<file path="src/rtl/oam_dma_ctrl.sv">
// OAM DMA engine between the 6502 bus outputs and the CPU-side mapper.
// A write to DMA_REG_ADDR halts the CPU and copies one 256-byte page into OAMDATA.
module oam_dma_ctrl #(
    parameter logic [15:0] DMA_REG_ADDR = 16'h4014,
    parameter logic [15:0] OAMDATA_ADDR = 16'h2004
) (
    input  logic        clk,
    input  logic        reset,
    input  logic [15:0] cpu_addr,
    input  logic        cpu_we,
    input  logic [7:0]  cpu_wdata,
    output logic        cpu_rdy,
    output logic [15:0] bus_addr,
    output logic        bus_we,
    output logic [7:0]  bus_wdata,
    input  logic [7:0]  bus_rdata,
    output logic        dma_active
);

    typedef enum logic [2:0] {
        IDLE,
        HALT,
        ALIGN,
        READ,
        WRITE
    } state_t;

    state_t      state_q, state_d;
    logic [7:0]  byte_cnt_q, byte_cnt_d;
    logic [7:0]  page_q, page_d;
    logic [7:0]  rd_latch_q, rd_latch_d;
    logic        cyc_odd_q;

    always_ff @(posedge clk) begin
        if (reset) begin
            state_q    <= IDLE;
            byte_cnt_q <= 8'h00;
            page_q     <= 8'h00;
            rd_latch_q <= 8'h00;
            cyc_odd_q  <= 1'b0;
        end else begin
            state_q    <= state_d;
            byte_cnt_q <= byte_cnt_d;
            page_q     <= page_d;
            rd_latch_q <= rd_latch_d;
            cyc_odd_q  <= ~cyc_odd_q;
        end
    end

    always_comb begin
        state_d    = state_q;
        byte_cnt_d = byte_cnt_q;
        page_d     = page_q;
        rd_latch_d = rd_latch_q;
        cpu_rdy    = 1'b1;
        dma_active = 1'b0;
        bus_addr   = cpu_addr;
        bus_we     = cpu_we;
        bus_wdata  = cpu_wdata;

        case (state_q)
            IDLE: begin
                // The trigger write still reaches the mapper unchanged.
                if (cpu_we && (cpu_addr == DMA_REG_ADDR)) begin
                    page_d     = cpu_wdata;
                    byte_cnt_d = 8'h00;
                    state_d    = HALT;
                end
            end
            HALT: begin
                cpu_rdy    = 1'b0;
                dma_active = 1'b1;
                bus_we     = 1'b0;
                bus_wdata  = rd_latch_q;
                // Reads must land on the even half of the CPU cycle pair.
                state_d    = cyc_odd_q ? ALIGN : READ;
            end
            ALIGN: begin
                cpu_rdy    = 1'b0;
                dma_active = 1'b1;
                bus_we     = 1'b0;
                bus_wdata  = rd_latch_q;
                state_d    = READ;
            end
            READ: begin
                cpu_rdy    = 1'b0;
                dma_active = 1'b1;
                bus_addr   = {page_q, byte_cnt_q};
                bus_we     = 1'b0;
                bus_wdata  = rd_latch_q;
                rd_latch_d = bus_rdata;
                state_d    = WRITE;
            end
            WRITE: begin
                cpu_rdy    = 1'b0;
                dma_active = 1'b1;
                bus_addr   = OAMDATA_ADDR;
                bus_we     = 1'b1;
                bus_wdata  = rd_latch_q;
                byte_cnt_d = byte_cnt_q + 8'd1;
                state_d    = (byte_cnt_q == 8'hFF) ? IDLE : READ;
            end
            default: begin
                state_d = IDLE;
            end
        endcase
    end

endmodule

</file>
<file path="config.mk">
export PLATFORM = sky130hd
export DESIGN_NAME = oam_dma_ctrl
export DESIGN_NICKNAME = d
export VERILOG_FILES = /design/src/rtl/oam_dma_ctrl.sv
export SDC_FILE = /design/constraint.sdc
export NUM_CORES = 1
export LEC_CHECK = 0
export CAP_MARGIN = 40
export CORE_AREA = 2 2 63 65
export DETAILED_ROUTE_END_ITERATION = 7
export DIE_AREA = 0 0 65 67
export DONT_BUFFER_PORTS = 1
export PLACE_DENSITY_LB_ADDON = 0.08
export SETUP_SLACK_MARGIN = 0.02
export SLEW_MARGIN = 20
export SYNTH_ARGS = -nofsm -noshare
export SYNTH_HDL_FRONTEND = slang
export SYNTH_SLANG_ARGS = --single-unit
</file>
<file path="constraint.sdc">
create_clock -name clk -period 2.11 [get_ports clk]
set_input_delay 0.211 -clock clk [delete_from_list [all_inputs] [get_ports clk]]
set_output_delay 0.211 -clock clk [all_outputs]
set_load 0.01 [all_outputs]
</file>
Yosys cells after proc, flatten, opt, wreduce, memory -nomap -nowiden --
Index checks and enable logic that the tools add are counted.
Word-level totals: bits in registers 28, output and inout port bits 27, memory bits (writable) 0, memory bits (read-only) 0, input port bits 35, memories kept 0, latch bits 0
Operators by class: $add $sub $neg 1, order comparisons 0, shifts and indexed selects 0, div/mod/pow operators 0, reduce and logical (&&, ||, !) cells 7, equality and inequality tests 7, mux-type cells 11, bitwise operators 1, multipliers 0
Operators with widths (number):
- 16-bit one-hot mux with 2 select lines | 1
- 16-bit by 15-bit equality test with 1-bit output, second input constant | 1
- 8-bit 2-to-1 mux | 2
- 8-bit one-hot mux with 2 select lines | 1
- 3-bit one-hot mux with 5 select lines | 1
- 8-bit by 1-bit adder with 8-bit output, second input constant | 1
- 8-bit equality test, second input constant | 1
- 3-bit by 2-bit equality test with 1-bit output, second input constant | 2
- 2-bit AND reduction | 2
- 4-bit OR reduction | 1
- 3-bit by 1-bit equality test with 1-bit output, second input constant | 1
- 3-bit equality test, second input constant | 1
- 3-bit zero test | 1
- 1-bit 2-to-1 mux | 3
- 3-bit 2-to-1 mux | 1
- 3-bit OR reduction | 1
- 2-bit 2-to-1 mux | 1
- 2-bit != test, second input constant | 1
- 1-bit one-hot mux with 2 select lines | 1
- 2-bit nonzero test | 1
- 1-bit logical AND | 1
- 1-bit NOT | 1

Logic depth before layout (Yosys ltp) --
Gate-level depths: netlist (run 1).
depth in word-level cells 4, mapped depth 6

Least setup slack after synthesis (run 1) --
OpenSTA, ideal clock, no wires.
path type register -> output, start point reg state_q[2], end point out bus_addr[0], stages on the path, launching flop included 7, arrival time 1.437 ns, buffers on the path 2, slack 0.462 ns, cells stage by stage dfxtp_1 inv_1 and3_1 clkbuf_1 nor2_1 buf_2 a22o_1
Between the ends: cells in the longest elaborated chain, start to end 2, elaborated cells between the ends (all ways) 3, those cells by class eq/ne: 2; mux: 1
RTL lines:
- from (decl) | RTL line 28 | state_t state_q, state_d;
- from (signal assigned) | RTL line 42 | state_q <= state_d;
- 3-bit equality test / 3-bit by 2-bit equality test with 1-bit output (equally long branches) | RTL line 61 | case (state_q)
- 16-bit one-hot mux with 2 select lines * | RTL line 61
- to (decl) | RTL line 13 | output logic [15:0] bus_addr,
Mark *: on every way between the ends. The rest lies on a longest branch, timed or not.

Worst setup path in the final report (run 1) --
start point reg state_q[0], end point out bus_wdata[1]
Between the ends: cells in the longest elaborated chain, start to end 3, elaborated cells between the ends (all ways) 6, those cells by class eq/ne: 4; mux: 1; reduce/logical: 1
RTL lines:
- 3-bit equality test (tied with other cells) | RTL line 61
- 4-bit OR reduction (no line) *
- 8-bit 2-to-1 mux * | RTL line 61
- to (decl) | RTL line 15 | output logic [7:0] bus_wdata,
Marks and branches as above.

==> results of run 1 <==
==> where the power goes <==
part | internal, mW | switching, mW | leakage (nW)
Sequential | 0.529 | 0.000761 | 0.226
Combinational | 0.0256 | 0.0333 | 0.379
Clock | 0.168 | 0.169 | 0.0288
Total | 0.722 | 0.203 | 0.633
==> worst max-delay path by stage <==
| stage | from | to | slack, ns | depth (start not counted) |
|---|---|---|---|---|
| 2_1_floorplan | state_q[2]$_SDFFE_PP0P_ | bus_addr[0] | 0.46 | 6 |
| 3_3_place_gp | state_q[2]$_SDFFE_PP0P_ | byte_cnt_q[6]$_SDFFE_PP0P_ | 0.42 | 5 |
| 5_1_grt | state_q[0]$_SDFFE_PP0P_ | bus_wdata[1] | 0.05 | 4 |
| 4_1_cts | state_q[2]$_SDFFE_PP0P_ | bus_addr[4] | 0.13 | 5 |
| 6_report | state_q[0]$_SDFFE_PP0P_ | bus_wdata[1] | 0.16 | 4 |
| 3_5_place_dp | state_q[2]$_SDFFE_PP0P_ | byte_cnt_q[6]$_SDFFE_PP0P_ | 0.36 | 5 |
==> layout make-up <==
class | instances | share of cell area
multi-input cells | 129 | 0.5236
flip-flops and latches | 28 | 0.3581
repair buffers | 7 | 0.03997
well taps | 48 | 0.03837
clock buffers | 4 | 0.03517
inverters | 2 | 0.004796
==> stage by stage <==
step                cells  area (µm²)    util  setup WS [ns]
detailed placement    212        1483  0.4112         0.3611
floorplan             170        1438       -         0.4623
global placement      212        1483  0.4112         0.4234
global route          218        1565  0.4341        0.04610
CTS                   217        1548  0.4292         0.1289
finish                218        1565  0.4341         0.1586
==> worst max-delay path: stages, from the launching register on <==
cell and delay (ns):
dfxtp_1 0.38, nor2_1 0.29, xnor2_1 0.20, buf_4 0.21, mux2_2 0.38
==> state kept, by name, summed over array words and instances, names as in the netlist <==
signal	count
byte_cnt_q	8
state_q	3
rd_latch_q	8
page_q	8
cyc_odd_q	1
==> routing by layer <==
metal	track usage	vias to the layer above	routed length (µm)
met5	0	-	0
met4	0.09309	0	73
met3	0.04054	7	248
met2	0.3080	44	1801
met1	0.2230	566	1718
li1	-	613	-
==> cells by family after synthesis <==
| group | Yosys count | share of synthesized area |
|---|---|---|
| adder cells (fa/ha/maj) | 2 | 0.01566 |
| AND/OR/NAND/NOR | 67 | 0.2184 |
| flip-flops | 28 | 0.3899 |
| AO/OA/AOI/OAI | 41 | 0.1976 |
| XOR/XNOR | 3 | 0.01828 |
| buffers and inverters | 13 | 0.04178 |
| multiplexers | 16 | 0.1184 |
==> synthesized netlist by cell type (3+ instances only) <==
master    instances
dfxtp_1          28
nor2_1           19
a22o_1           14
o21a_1            3
nand2_1          25
a21oi_1          16
buf_2             3
mux2_2            8
nor3_1            5
a211oi_1          3
nand3_1           7
clkbuf_1          7
mux2i_1           8
and3_1            4
==> timing repair <==
action | 4_1_cts | 5_1_grt
endpoints found under the setup margin | 0 | 3
gates resized for setup | 0 | 1
hold buffers | 1 | 0
endpoints found under the hold margin | 28 | 0
==> reports/results.ini, run 1 <==
[placement]
routabilityCongestion = 0.8837
hpwl_mm = 2.827
io_buffers = 0

[floorplanning]
coreArea_mm2 = 0.003606
initial_core_util = 0.3987
dieArea_mm2 = 0.004355
die_x_um = 65
rows = 22
die_h_um = 67
ios = 62

[yosys]
synthTopCellsByArea = dfxtp_1 (39%), a22o_1 (8.5%), nand2_1 (6.5%)
synth_edf_count = 0
syn_area_mm2 = 0.001438
avgSynthCellArea_um2 = 8.457
yosysWarningCount = 0
synth-seq-area-share = 0.3899
synth_top_cell_by_area = dfxtp_1
ys_ff_latch = 28
synth_nets = 206
ys.flop_type = dfxtp_1
yosys.area.top_type_share = 0.3899
yosysUniqueCellTypes = 30
async_flop_share = 0
synthCells = 170

[hold_path]
min_path_cells = 2
min_to = rd_latch_q[7]$_SDFFE_PP0N_
holdCritStartpoint = bus_rdata[7]
min_path_type = in2reg

[sta]
hold_ws_ns = 0.05365
setup_violations = 0
fin_tns_setup_ns = 0
slew_headroom = 0.6921
rsz0062_at_grt = false
max_freq_ghz = 0.5125
slew_violations = 0
period_share = 0.9248
tightest_slew_ns = 0.4606
hold_viol = 0
period_needed_ns = 1.951
clock_skew_ns = 0.002373

[layout]
fillers = 379
multi_input_area_um2 = 819.5
area_growth_pct = 8.877
mostFrequentLayoutCell = dfxtp_1
layout-drive-gt1-share = 0.1235
n_antenna_cell = 0
ff_latch_area_um2 = 560.5
layout_common_cells = dfxtp_1 (28), nand2_1 (25), nor2_1 (18), a21oi_1 (16), a22o_1 (14)
layout.nets = 207

[clock_network]
insertion_delay_ns = 0.28
cts_made_buffers = 3
cts.path.max_buffers = 2
cts_tree = done
clockRootBuffer = clkbuf_8
h-tree-depth = 1
path_clk_slew_ns = 0.09
clock_sinks = 28
post_cts_buffers = 0

[worst_setup_path]
reg2regPathDepth = 5
critPathLaunchType = flop
critPathKind = reg2out
path_max_fanout = 7
crit_path_end_kind = output pin
r2r_slack_ns = 0.35
timing.rr.end = byte_cnt_q[6]$_SDFFE_PP0P_
worstReg2RegStart = state_q[2]$_SDFFE_PP0P_
cp.arrival_ns = 1.74
required_ns = 1.90

[detailed_routing]
wl_per_cell_um = 17.62
drt_pass1_iterations = 4
vias_per_cell = 5.642
routed_wl_mm = 3.841
drc = 0
antenna_left = 0
drt-initial-drc-count = 59
dr_total_vias = 1230

[grt]
grt_pass1_wl_mm = 5.961
antenna_found_initial = 0
grt_max_degree = 29
gr-total-overflow = 0
grt_pass1_vias = 1228
grtUsageTotal = 0.1845

[pwr]
leakage_nw = 0.6332
finalPower_mw = 0.9259
vdd_drop_max_mv = 0.2795
power_density_mw_per_mm2 = 591.5

[flow_run]
maxCapViolations = 0

[status]
outcome = finished, final reports clean

No activity file was read; power rests on OpenSTA's default activity.
==> run 2: changes to the inputs <==
- ABC_AREA: not set -> 1
- CORE_AREA: 2 2 63 65 -> 2 2 67 69
- DIE_AREA: 0 0 65 67 -> 0 0 69 71
==> reports/results.ini, run 2 <==
[sta]
rsz0062_at_grt = false
tightest_slew_ns = 0.5027  ; +0.04210 ns
slew_violations = 0  ; unchanged
max_freq_ghz = 0.5183  ; +1.1%
setup_violations = 0  ; unchanged
period_needed_ns = 1.929  ; -0.02203 ns
hold_ws_ns = 0.06014  ; +0.006485 ns
hold_viol = 0  ; unchanged
clock_skew_ns = 0.002504  ; +0.0001309 ns
period_share = 0.9144  ; -0.01044
slew_headroom = 0.6645  ; -0.02757
fin_tns_setup_ns = 0  ; unchanged

[clock_network]
post_cts_buffers = 0  ; unchanged
h-tree-depth = 1  ; unchanged
cts.path.max_buffers = 2  ; unchanged
clock_sinks = 28  ; unchanged
clockRootBuffer = clkbuf_8
path_clk_slew_ns = 0.10  ; about the same
insertion_delay_ns = 0.28  ; about the same
cts_made_buffers = 3  ; unchanged
cts_tree = done

[detailed_routing]
antenna_left = 0  ; unchanged
drt_pass1_iterations = 4  ; unchanged
drc = 0  ; unchanged
drt-initial-drc-count = 112  ; +90%
dr_total_vias = 1546  ; +26%
routed_wl_mm = 4.336  ; +13%
wl_per_cell_um = 14.17  ; -20%
vias_per_cell = 5.052  ; -10%

[grt]
grt_pass1_wl_mm = 7.224  ; +21%
grt_max_degree = 23  ; -21%
antenna_found_initial = 0  ; unchanged
grt_pass1_vias = 1450  ; +18%
grtUsageTotal = 0.1842  ; -0.0003692
gr-total-overflow = 0  ; unchanged

[worst_setup_path]
critPathBufInv = 2  ; +1
r2r_slack_ns = 0.69  ; +0.34 ns
required_ns = 1.90  ; about the same
cpPeakStageDelay_ns = 0.40  ; +0.02 ns
path_delay_family = simple AND/OR/NAND/NOR gates
critPathKind = reg2out
worstReg2RegStart = state_q[2]$_SDFFE_PP0P_
cp_cell_sequence = nor2_4 > nand2_2 > inv_2 > nor2_4 > inv_4 > nand2_1 > nand2_1
crit_path_end_kind = output pin
crit_slowest_cell = dfxtp_1
reg2regPathDepth = 5  ; unchanged
cp.arrival_ns = 1.72  ; -0.02 ns
critPathLaunchType = flop
path_max_fanout = 11  ; +4
timing.rr.end = rd_latch_q[3]$_SDFFE_PP0N_

[yosys]
yosysUniqueCellTypes = 25  ; -17%
synth_nets = 284  ; +38%
synthTopCellsByArea = dfxtp_1 (35%), nand2_1 (11%), nor2_1 (8.6%)
async_flop_share = 0  ; unchanged
ys_top_cells_by_count = nand2_1 (48), nor2_1 (37), inv_1 (36)
synth_edf_count = 0  ; unchanged
avgSynthCellArea_um2 = 6.518  ; -23%
yosys.area.top_type_share = 0.3467  ; -0.04316
synth_top_cell_by_area = dfxtp_1
synth_most_common_cell = nand2_1
syn_area_mm2 = 0.001617  ; +12%
synth-seq-area-share = 0.3467  ; -0.04316
yosysWarningCount = 0  ; unchanged
ys_ff_latch = 28  ; unchanged
ys.flop_type = dfxtp_1
synthCells = 248  ; +46%

[pwr]
vdd_drop_max_mv = 0.3482  ; +25%
swShare = 0.2860  ; +0.06623
p_int_mw = 0.8602  ; +19%
power_frac_comb = 0.186  ; +0.122
leakage_nw = 0.7986  ; +26%
power_density_mw_per_mm2 = 680.0  ; +15%
seq_power_share = 0.454  ; -0.119
p_sw_mw = 0.3445  ; +69%
clockPowerShare = 0.360  ; -0.004

[placement]
hpwl_mm = 3.304  ; +17%
io_buffers = 0  ; unchanged
routabilityCongestion = 0.8481  ; -4.0%

[layout]
layout_common_cells = nand2_1 (47), nor2_1 (37), inv_1 (36), dfxtp_1 (28), o21ai_0 (24)
layout.nets = 291  ; +41%
mostFrequentLayoutCell = nand2_1
layout-drive-gt1-share = 0.1417  ; +0.01820
area_growth_pct = 9.598
n_antenna_cell = 0  ; unchanged
top_regs = byte_cnt_q (8), page_q (8), rd_latch_q (8)

[flow_run]
maxCapViolations = 0  ; unchanged

[floorplanning]
ios = 62  ; unchanged
rows = 24  ; +9.1%
dieArea_mm2 = 0.004899  ; +12%
die_x_um = 69  ; +6.2%
die_h_um = 71  ; +6.0%
coreArea_mm2 = 0.004204  ; +17%
initial_core_util = 0.3845  ; -0.01416

[hold_path]
min_to = rd_latch_q[1]$_SDFFE_PP0N_
holdCritStartpoint = bus_rdata[1]
min_path_cells = 2  ; unchanged
min_path_type = in2reg

[status]
outcome = finished, final reports clean

## run 2: timing repair
item / in CTS / in global routing
endpoints found under the setup margin: 0 / 1
gates resized for setup: 0 / 1
hold buffers: 1 / 0
endpoints found under the hold margin: 9 / 0
## run 2: per-layer routing
| metal | global-route usage | vias to the layer above | routed length [µm] |
|---|---|---|---|
| met1 | 0.2540 | 694 | 2105 |
| met4 | 0.05229 | 0 | 54 |
| li1 | - | 797 | - |
| met5 | 0 | - | 0 |
| met2 | 0.2863 | 50 | 1859 |
| met3 | 0.04701 | 5 | 317 |
## run 2: worst register-to-register path, cell delays in order (launching register included)
cell and delay (ns):
dfxtp_1 0.50, nor2_2 0.09, inv_1 0.38, buf_4 0.26, nor2_1 0.05, nor2_1 0.09
## run 2: kinds of logic after synthesis
group                    count (synthesis)  synth area share
AND/OR/NAND/NOR                        119            0.3390
flip-flops                              28            0.3468
buffers and inverters                   48            0.1347
adder cells (fa/ha/maj)                  1          0.007739
AO/OA/AOI/OAI                           52            0.1718
## run 2: final cells by class
cell class                 instances  area (µm²)
inverter                          39       148.9
timing repair buffer              11       85.08
tap                               52       65.06
clock inverter                     1       30.03
multi-input combinational        172       840.8
clock buffer                       3       41.29
fill                             477        2432
sequential                        28       560.5
## run 2: worst max-delay path by stage
stage | start | end | slack [ns] | cells after the start
final | state_q[0]$_SDFFE_PP0P_ | bus_wdata[4] | 0.18 | 7
after global routing | state_q[0]$_SDFFE_PP0P_ | bus_wdata[3] | 0.03 | 7
after CTS | state_q[0]$_SDFFE_PP0P_ | bus_addr[1] | 0.10 | 6
after detailed placement | state_q[0]$_SDFFE_PP0P_ | bus_addr[1] | 0.42 | 6
after global placement | state_q[0]$_SDFFE_PP0P_ | bus_addr[1] | 0.46 | 6
after floorplan | state_q[0]$_SDFFE_PP0P_ | bus_addr[12] | 0.79 | 5
## run 2: power by group through the flow
stage	registers (mW)	logic [mW]	clock network, mW
after global placement	0.560	0.223	0
after detailed placement	0.560	0.220	0
after CTS	0.548	0.225	0.442
final	0.547	0.224	0.433
after global routing	0.548	0.252	0.463
after floorplan	0.559	0.172	0
## run 2: through the flow
| step | worst slack, ns | cell area, µm² | std cells | power [mW] | util |
|---|---|---|---|---|---|
| after floorplan | 0.7902 | 1617 | 248 | 0.7308 | - |
| after global placement | 0.4639 | 1688 | 301 | 0.7826 | 0.4015 |
| after detailed placement | 0.4211 | 1688 | 301 | 0.7797 | 0.4015 |
| after CTS | 0.1015 | 1769 | 306 | 1.215 | 0.4208 |
| after global routing | 0.03188 | 1772 | 306 | 1.264 | 0.4214 |
| final | 0.1807 | 1772 | 306 | 1.205 | 0.4214 |
